### src/rtl/uart_receiver.sv
// rtl/uart_receiver.sv - 16x oversampled UART receive stage with parity and framing checks
module uart_receiver #(
    parameter int CLK_FREQ   = 50000000,
    parameter int OVERSAMPLE = 16
) (
    input  logic       clock,
    input  logic       reset_n,
    input  logic       data_rx,
    input  logic [1:0] parity_type,
    input  logic [1:0] baud_rate,
    output logic [7:0] data_out,
    output logic       rx_valid,
    output logic       parity_error,
    output logic       stop_error,
    output logic       active_flag,
    output logic       done_flag
);

    localparam int DIV0 = (CLK_FREQ + 8 * 2400)  / (OVERSAMPLE * 2400);
    localparam int DIV1 = (CLK_FREQ + 8 * 4800)  / (OVERSAMPLE * 4800);
    localparam int DIV2 = (CLK_FREQ + 8 * 9600)  / (OVERSAMPLE * 9600);
    localparam int DIV3 = (CLK_FREQ + 8 * 19200) / (OVERSAMPLE * 19200);
    localparam int CW   = $clog2(DIV0 + 1);

    localparam logic [3:0] SAMP_MID  = 4'(OVERSAMPLE / 2 - 1);
    localparam logic [3:0] SAMP_LAST = 4'(OVERSAMPLE - 1);

    typedef enum logic [2:0] {
        IDLE,
        START,
        DATA,
        PARITY,
        STOP,
        WAIT_HIGH
    } state_t;

    state_t        state_q;
    logic          rx_meta_q;
    logic          rxs_q;
    logic          rxs_prev_q;
    logic [CW-1:0] tick_cnt_q;
    logic [3:0]    samp_cnt_q;
    logic [2:0]    bit_cnt_q;
    logic [7:0]    shift_q;
    logic [1:0]    baud_q;
    logic [1:0]    parity_q;
    logic          par_err_q;
    logic          stop_bit_q;
    logic          deliver_q;
    logic [7:0]    data_out_q;
    logic          rx_valid_q;
    logic          parity_error_q;
    logic          stop_error_q;
    logic          active_q;
    logic          done_q;

    logic [CW-1:0] div_m1;
    logic          tick;
    logic          start_edge;
    logic          par_en;

    always_comb begin
        div_m1 = CW'(DIV0 - 1);
        case (baud_q)
            2'b00:   div_m1 = CW'(DIV0 - 1);
            2'b01:   div_m1 = CW'(DIV1 - 1);
            2'b10:   div_m1 = CW'(DIV2 - 1);
            default: div_m1 = CW'(DIV3 - 1);
        endcase
    end

    assign tick       = (tick_cnt_q == div_m1);
    assign start_edge = rxs_prev_q & ~rxs_q;
    assign par_en     = parity_q[0] ^ parity_q[1];

    always_ff @(posedge clock or negedge reset_n) begin
        if (!reset_n) begin
            state_q        <= IDLE;
            rx_meta_q      <= 1'b1;
            rxs_q          <= 1'b1;
            rxs_prev_q     <= 1'b1;
            tick_cnt_q     <= '0;
            samp_cnt_q     <= '0;
            bit_cnt_q      <= '0;
            shift_q        <= '0;
            baud_q         <= '0;
            parity_q       <= '0;
            par_err_q      <= 1'b0;
            stop_bit_q     <= 1'b0;
            deliver_q      <= 1'b0;
            data_out_q     <= '0;
            rx_valid_q     <= 1'b0;
            parity_error_q <= 1'b0;
            stop_error_q   <= 1'b0;
            active_q       <= 1'b0;
            done_q         <= 1'b0;
        end else begin
            rx_meta_q  <= data_rx;
            rxs_q      <= rx_meta_q;
            rxs_prev_q <= rxs_q;
            rx_valid_q <= 1'b0;

            // Realigning the tick phase at the start edge keeps every later sample mid-bit.
            if ((state_q == IDLE && start_edge) || tick) begin
                tick_cnt_q <= '0;
            end else begin
                tick_cnt_q <= tick_cnt_q + 1'b1;
            end

            case (state_q)
                IDLE: begin
                    if (start_edge) begin
                        baud_q     <= baud_rate;
                        parity_q   <= parity_type;
                        samp_cnt_q <= '0;
                        active_q   <= 1'b1;
                        done_q     <= 1'b0;
                        state_q    <= START;
                    end
                end
                START: begin
                    if (tick) begin
                        if (samp_cnt_q == SAMP_MID) begin
                            samp_cnt_q <= '0;
                            bit_cnt_q  <= '0;
                            if (rxs_q) begin
                                active_q <= 1'b0;
                                state_q  <= IDLE;
                            end else begin
                                state_q <= DATA;
                            end
                        end else begin
                            samp_cnt_q <= samp_cnt_q + 1'b1;
                        end
                    end
                end
                DATA: begin
                    if (tick) begin
                        if (samp_cnt_q == SAMP_LAST) begin
                            samp_cnt_q <= '0;
                            shift_q    <= {rxs_q, shift_q[7:1]};
                            bit_cnt_q  <= bit_cnt_q + 1'b1;
                            if (bit_cnt_q == 3'd7) begin
                                state_q <= par_en ? PARITY : STOP;
                            end
                        end else begin
                            samp_cnt_q <= samp_cnt_q + 1'b1;
                        end
                    end
                end
                PARITY: begin
                    if (tick) begin
                        if (samp_cnt_q == SAMP_LAST) begin
                            samp_cnt_q <= '0;
                            par_err_q  <= (parity_q == 2'b01) ? ~(^shift_q ^ rxs_q)
                                                              :  (^shift_q ^ rxs_q);
                            state_q    <= STOP;
                        end else begin
                            samp_cnt_q <= samp_cnt_q + 1'b1;
                        end
                    end
                end
                STOP: begin
                    if (deliver_q) begin
                        deliver_q      <= 1'b0;
                        data_out_q     <= shift_q;
                        rx_valid_q     <= 1'b1;
                        parity_error_q <= par_en & par_err_q;
                        stop_error_q   <= ~stop_bit_q;
                        active_q       <= 1'b0;
                        done_q         <= 1'b1;
                        state_q        <= stop_bit_q ? IDLE : WAIT_HIGH;
                    end else if (tick) begin
                        if (samp_cnt_q == SAMP_LAST) begin
                            samp_cnt_q <= '0;
                            stop_bit_q <= rxs_q;
                            deliver_q  <= 1'b1;
                        end else begin
                            samp_cnt_q <= samp_cnt_q + 1'b1;
                        end
                    end
                end
                WAIT_HIGH: begin
                    // A held-low line (break) must not look like a fresh start bit.
                    if (rxs_q) begin
                        state_q <= IDLE;
                    end
                end
                default: state_q <= IDLE;
            endcase
        end
    end

    assign data_out     = data_out_q;
    assign rx_valid     = rx_valid_q;
    assign parity_error = parity_error_q;
    assign stop_error   = stop_error_q;
    assign active_flag  = active_q;
    assign done_flag    = done_q;

endmodule

### config.mk
export PLATFORM = sky130hd
export DESIGN_NAME = uart_receiver
export DESIGN_NICKNAME = d
export VERILOG_FILES = /design/src/rtl/uart_receiver.sv
export SDC_FILE = /design/constraint.sdc
export NUM_CORES = 1
export LEC_CHECK = 0
export BUFFER_PORTS_ARGS = -buffer_cell sky130_fd_sc_hd__buf_2
export CAP_MARGIN = 20
export CELL_PAD_IN_SITES_DETAIL_PLACEMENT = 1
export CELL_PAD_IN_SITES_GLOBAL_PLACEMENT = 1
export CORE_MARGIN = 3
export CORE_UTILIZATION = 50
export DETAILED_ROUTE_END_ITERATION = 16
export MAX_ROUTING_LAYER = met4
export PLACE_DENSITY_LB_ADDON = 0.12
export SYNTH_ARGS = -nofsm -noshare
export SYNTH_HDL_FRONTEND = slang
export SYNTH_SLANG_ARGS = --single-unit
### constraint.sdc
create_clock -name clock -period 6.5 [get_ports clock]
set_input_delay 0.65 -clock clock [delete_from_list [all_inputs] [get_ports clock]]
set_output_delay 0.65 -clock clock [all_outputs]
set_load 0.02 [all_outputs]
# [Yosys cells after proc, flatten, opt, wreduce, memory -nomap -nowiden]
# Cells that the tools add are included.
[word_totals] regBits=52 latch_bits=0 mem_bits_rw=0 mem_bits_ro=0 out_inout_bits=13 word_cells=117 n_memories=0
[op_classes] add_sub_neg=3 n_mul=0 n_div=0 order_cmp=0 eq_ne=24 n_shift=0 n_mux=43 bitwise=8 n_reduce_logical=20
[ops] operator="2-to-1 mux 3 bit" count=16
[ops] operator="case mux 11 bit (3 select lines)" count=1
[ops] operator="2-to-1 mux 4 bit" count=6
[ops] operator="inequality test 2 bit (second input constant)" count=12
[ops] operator="case mux 3 bit (6 select lines)" count=1
[ops] operator="case mux 4 bit (4 select lines)" count=1
[ops] operator="2-to-1 mux 1 bit" count=13
[ops] operator="adder 11 x 1 -> 11 bit (second input constant)" count=1
[ops] operator="== test 11 bit" count=1
[ops] operator="2-to-1 mux 11 bit" count=1
[ops] operator="AND reduction 10 bit" count=1
[ops] operator="== test 3 bit (second input constant)" count=3
[ops] operator="AND reduction 3 bit" count=3
[ops] operator="AND reduction 4 bit" count=2
[ops] operator="XOR reduction 8 bit" count=1
[ops] operator="== test 3 x 2 -> 1 bit (second input constant)" count=2
[ops] operator="case mux 3 bit (2 select lines)" count=1
[ops] operator="AND reduction 6 bit" count=1
[ops] operator="AND reduction 5 bit" count=1
[ops] operator="adder 4 x 1 -> 4 bit (second input constant)" count=1
[ops] operator="== test 2 x 1 -> 1 bit (second input constant)" count=2
[ops] operator="== test 4 x 3 -> 1 bit (second input constant)" count=1
[ops] operator="== test 4 bit (second input constant)" count=1
[ops] operator="NOT 1 bit" count=4
[ops] operator="other kinds (17)" count=21

# [Longest topological paths before layout]
[logic_depth] ltp_word=6 ltp_mapped=7

# [Worst setup path before layout]
# OpenSTA, ideal clock, no wires.
[synth_path] path_kind="register -> register" start="register baud_q[1]" end="register shift_q[0]" t_arrival_ns=2.265 path_slack_ns=4.107 stages_incl_launch_ff=8 n_path_buf=2 synth_period_minus_slack_ns=2.393 path_cell_list="dfrtp_1 > buf_6 > or3b_1 > a2111oi_2 > o311ai_2 > nor4_2 > buf_4 > mux2_1"
[synth_via] elab_chain_cells=4 elab_cells_between_ends=6
[synth_lines] element="start: declaration" line_no="45" text="logic [1:0] baud_q;"
[synth_lines] element="start signal: assignment" line_no="113" text="baud_q <= baud_rate;"
[synth_lines] element="== test 2 bit, or another cell as far along" line_no="64" text="case (baud_q)"
[synth_lines] element="case mux 11 bit (3 select lines) (*)" line_no="64"
[synth_lines] element="== test 11 bit (*)" line_no="72" text="assign tick = (tick_cnt_q == div_m1);"
[synth_lines] element="AND reduction 3 bit (no source line) (*)"
[synth_lines] element="end signal: assignment" line_no="141" text="shift_q <= {rxs_q, shift_q[7:1]};"
[synth_lines] element="end: declaration" line_no="44" text="logic [7:0] shift_q;"
# Mark *: on every way between the ends. The rest lies on a longest branch, timed or not.
# A chain may end at the register's enable or synchronous reset.

# [Worst setup path in the final report]
[layout_path] start="register baud_q[1]" end="register shift_q[7]"
# Same word-level chain as after synthesis.

==> run_results.csv <==
group,metric,value,unit
sta,holdWs,362.9,ps
cells_and_area,layout-drive-gt1-share,0.1734,
cts,clkSinkCount,52,
sta,hold_viol,0,
routing,first_iter_violations,95,
sta,rsz0062_at_grt,"false",
routing,route.detailed.drc,0,
placement,port_buffers,19,
sta,min_period,2661,ps
setup_path,start_kind,"register",
global_routing,grt_pass1_wl,9356,um
logic_synthesis,yosysMostFrequentCell,"dfrtp_1",
sta,setup_tns,0,ps
cts,cts_root_buf,"clkbuf_8",
worst_hold_path,hold_class,"reg2reg",
setup_path,r2r-start,"baud_q[1]$_DFFE_PN0P_",
routing,drtAntennaViolNets,0,
logic_synthesis,synth_seq_cells,52,
cts,htreeDepth,2,
die,rows,25,
placement,dp_cells,329,
cells_and_area,nFillCells,563,
sta,timing.final.crit_share,0.4093,
die,dieHeight,77.57,um
cts,clk_pin_slew,90,ps
logic_synthesis,yosys.area.top_type,"dfrtp_1",
die,core-area,0.004848,mm^2
die,die-area,0.006017,mm^2
logic_synthesis,syn_inst,249,
placement,gp_congestion,0.8399,
cts,cts_buffers,5,
logic_synthesis,syn_avg_cell_area,10.29,um^2
routing,dr.pass1.iters,4,
routing,viasPerCell,5.562,
cells_and_area,final_core_util,0.5794,
cts,cts_hold_buf,0,
sta,fmax,375.9,MHz
sta,setup_viol,0,
die,die_w,77.57,um
global_routing,antenna_found_initial,0,
pwr,p_leak,1.338,nW
logic_synthesis,ys.flop_type,"dfrtp_1",
setup_path,ff2ff_path_depth,7,
pwr,ir_drop,0.1469,mV
sta,slew_headroom,0.5585,
cells_and_area,n_antenna_cell,0,
cts,clock_insertion_delay_worst_skew,300,ps
cts,clockBufferDepth,2,
routing,wl,5413,um
cells_and_area,multiInputGateArea,0.001174,mm^2
routing,vias,1880,
outcome,outcome,"complete, no violations",
routing,routedWlPerCell,16.01,um
setup_path,cp_max_fo,16,
logic_synthesis,ys_types,50,
cts,ctsResizeCount,0,
global_routing,grt_max_degree,53,
cells_and_area,postLayoutCellArea,0.002809,mm^2
cells_and_area,synthToLayoutAreaGrowth,9.673,%
setup_path,critical_path.reg2reg.endpoint,"shift_q[7]$_DFFE_PN0P_",
logic_synthesis,synth_commonest_cells,"dfrtp_1 (49), nand2_1 (45), nor2_1 (21)",
setup_path,endpoint,"shift_q[7]$_DFFE_PN0P_",
logic_synthesis,yosysSeqAreaShare,0.5095,
logic_synthesis,synthArstFlopShare,1.000,
setup_path,arrival,2860,ps
logic_synthesis,syn-cell-area,0.002561,mm^2
die,ios,20,
global_routing,grt_pass1_vias,1964,
run,maxCapViolCount,0,
cells_and_area,seq_area,0.001305,mm^2
pwr,report.power.total,0.8213,mW
setup_path,worst-setup-path-type,"reg2reg",
logic_synthesis,synth_area_leaders,"dfrtp_1 (48%), nand2_1 (6.6%), xnor2_1 (5.5%), mux2_2 (3.5%), dfstp_2 (3.1%)",
setup_path,reg2reg_setup_slack,3840,ps
logic_synthesis,synth_top_area_frac,0.4787,
placement,placed_cell_area,0.002714,mm^2
setup_path,critPathCaptureType,"register",
global_routing,grt.overflow.total,0,
cts,cts_setup_buffers,0,
global_routing,track_usage,0.2017,
cts,cts_tree,"done",
sta,finClkSkew,6.775,ps
placement,pre_cts_slack,3407,ps
sta,final-max-slew-violation-count,0,
logic_synthesis,yosysWarningCount,0,
pwr,power.density,292.4,mW/mm^2
logic_synthesis,synth_edf_count,0,
cells_and_area,final_nets,282,
setup_path,worstPathRequired,6690,ps
cells_and_area,instances_no_fill,338,
die,initial_core_util,0.5283,
sta,setup_ws,3839,ps
logic_synthesis,postSynthNetCount,261,
sta,worst_pin_slew,662.3,ps
setup_path,critPathLaunch,"baud_q[1]$_DFFE_PN0P_",
placement,dp_hpwl,3815,um
==> registers in the layout (all words and copies together) (netlist names) <==
signal / count
active_flag: 1
baud_q: 2
bit_cnt_q: 3
data_out: 8
deliver_q: 1
done_flag: 1
par_err_q: 1
parity_error: 1
parity_q: 2
rx_meta_q: 1
rx_valid: 1
rxs_prev_q: 1
rxs_q: 1
samp_cnt_q: 4
shift_q: 8
state_q: 3
stop_bit_q: 1
stop_error: 1
tick_cnt_q: 11
==> area by class of cell <==
cell class	instances	share of cell area
clock buffers	5	0.02450
flip-flops and latches	52	0.4646
repair buffers	22	0.04187
multi-input cells	178	0.4178
inverters	11	0.01470
clock inverters	3	0.006682
well taps	67	0.02984
==> logic make-up (layout without fill, tap and decap cells) <==
logic type                 after synthesis  after routing  share of synthesized area
adders and majority gates                5              5                    0.02443
xor gates and xnor gates                21             21                    0.07181
DFF                                     52             52                     0.5095
muxes                                   17             17                    0.07572
buffers and inverters                   19             41                    0.03224
AOI/OAI and AO/OA                       35             35                    0.09869
and+or+nand+nor                        100            100                     0.1876
==> power by group <==
group          leakage, nW  switching [mW]  total, mW  internal, mW
clock               0.0479           0.108      0.184        0.0753
combinational        0.607           0.104      0.198        0.0946
sequential           0.683          0.0699      0.439         0.369
==> cells in the final DEF, fill, tap and decap left out, drive strengths merged, types with 2 or more instances in the layout <==
cell	n
o31ai	3
xor2	5
clkinv	4
nand3	9
or4bb	2
nand2	45
dfstp	3
o21ai	8
buf	22
nand3b	2
nor4	2
o2bb2ai	2
clkbuf	5
nand2b	2
nor3b	3
inv	10
a2111oi	2
xnor2	16
nor2	21
mux2	16
ha	5
or4	2
dfrtp	49
a21oi	8
nor3	5
a22o	2
==> how the worst min path moves through the flow <==
| stage | depth (start not counted) | end | startpoint |
|---|---|---|---|
| 6_report | 0 | rxs_q$_DFF_PN1_ | rx_meta_q$_DFF_PN1_ |
| 5_1_grt | 0 | rxs_q$_DFF_PN1_ | rx_meta_q$_DFF_PN1_ |
| 4_1_cts | 0 | rxs_q$_DFF_PN1_ | rx_meta_q$_DFF_PN1_ |
| 3_5_place_dp | 0 | rxs_q$_DFF_PN1_ | rx_meta_q$_DFF_PN1_ |
| 3_3_place_gp | 0 | rxs_q$_DFF_PN1_ | rx_meta_q$_DFF_PN1_ |
| 2_1_floorplan | 0 | active_flag$_DFFE_PN0P_ | reset_n |
==> worst max-delay path, stage by stage, from the launching register on <==
cell	delay [ps]
dfrtp_1	470
or3b_1	420
a2111oi_2	400
o311ai_2	110
buf_4	210
nor4_2	350
buf_4	240
mux2_2	340
==> per-layer routing <==
metal	GRT usage	routed length, um
met2	0.3264	2626
met3	0.03828	186
met1	0.2564	2489
met4	0.06584	110
met5	-	0
(Power assumes the default switching activity.)
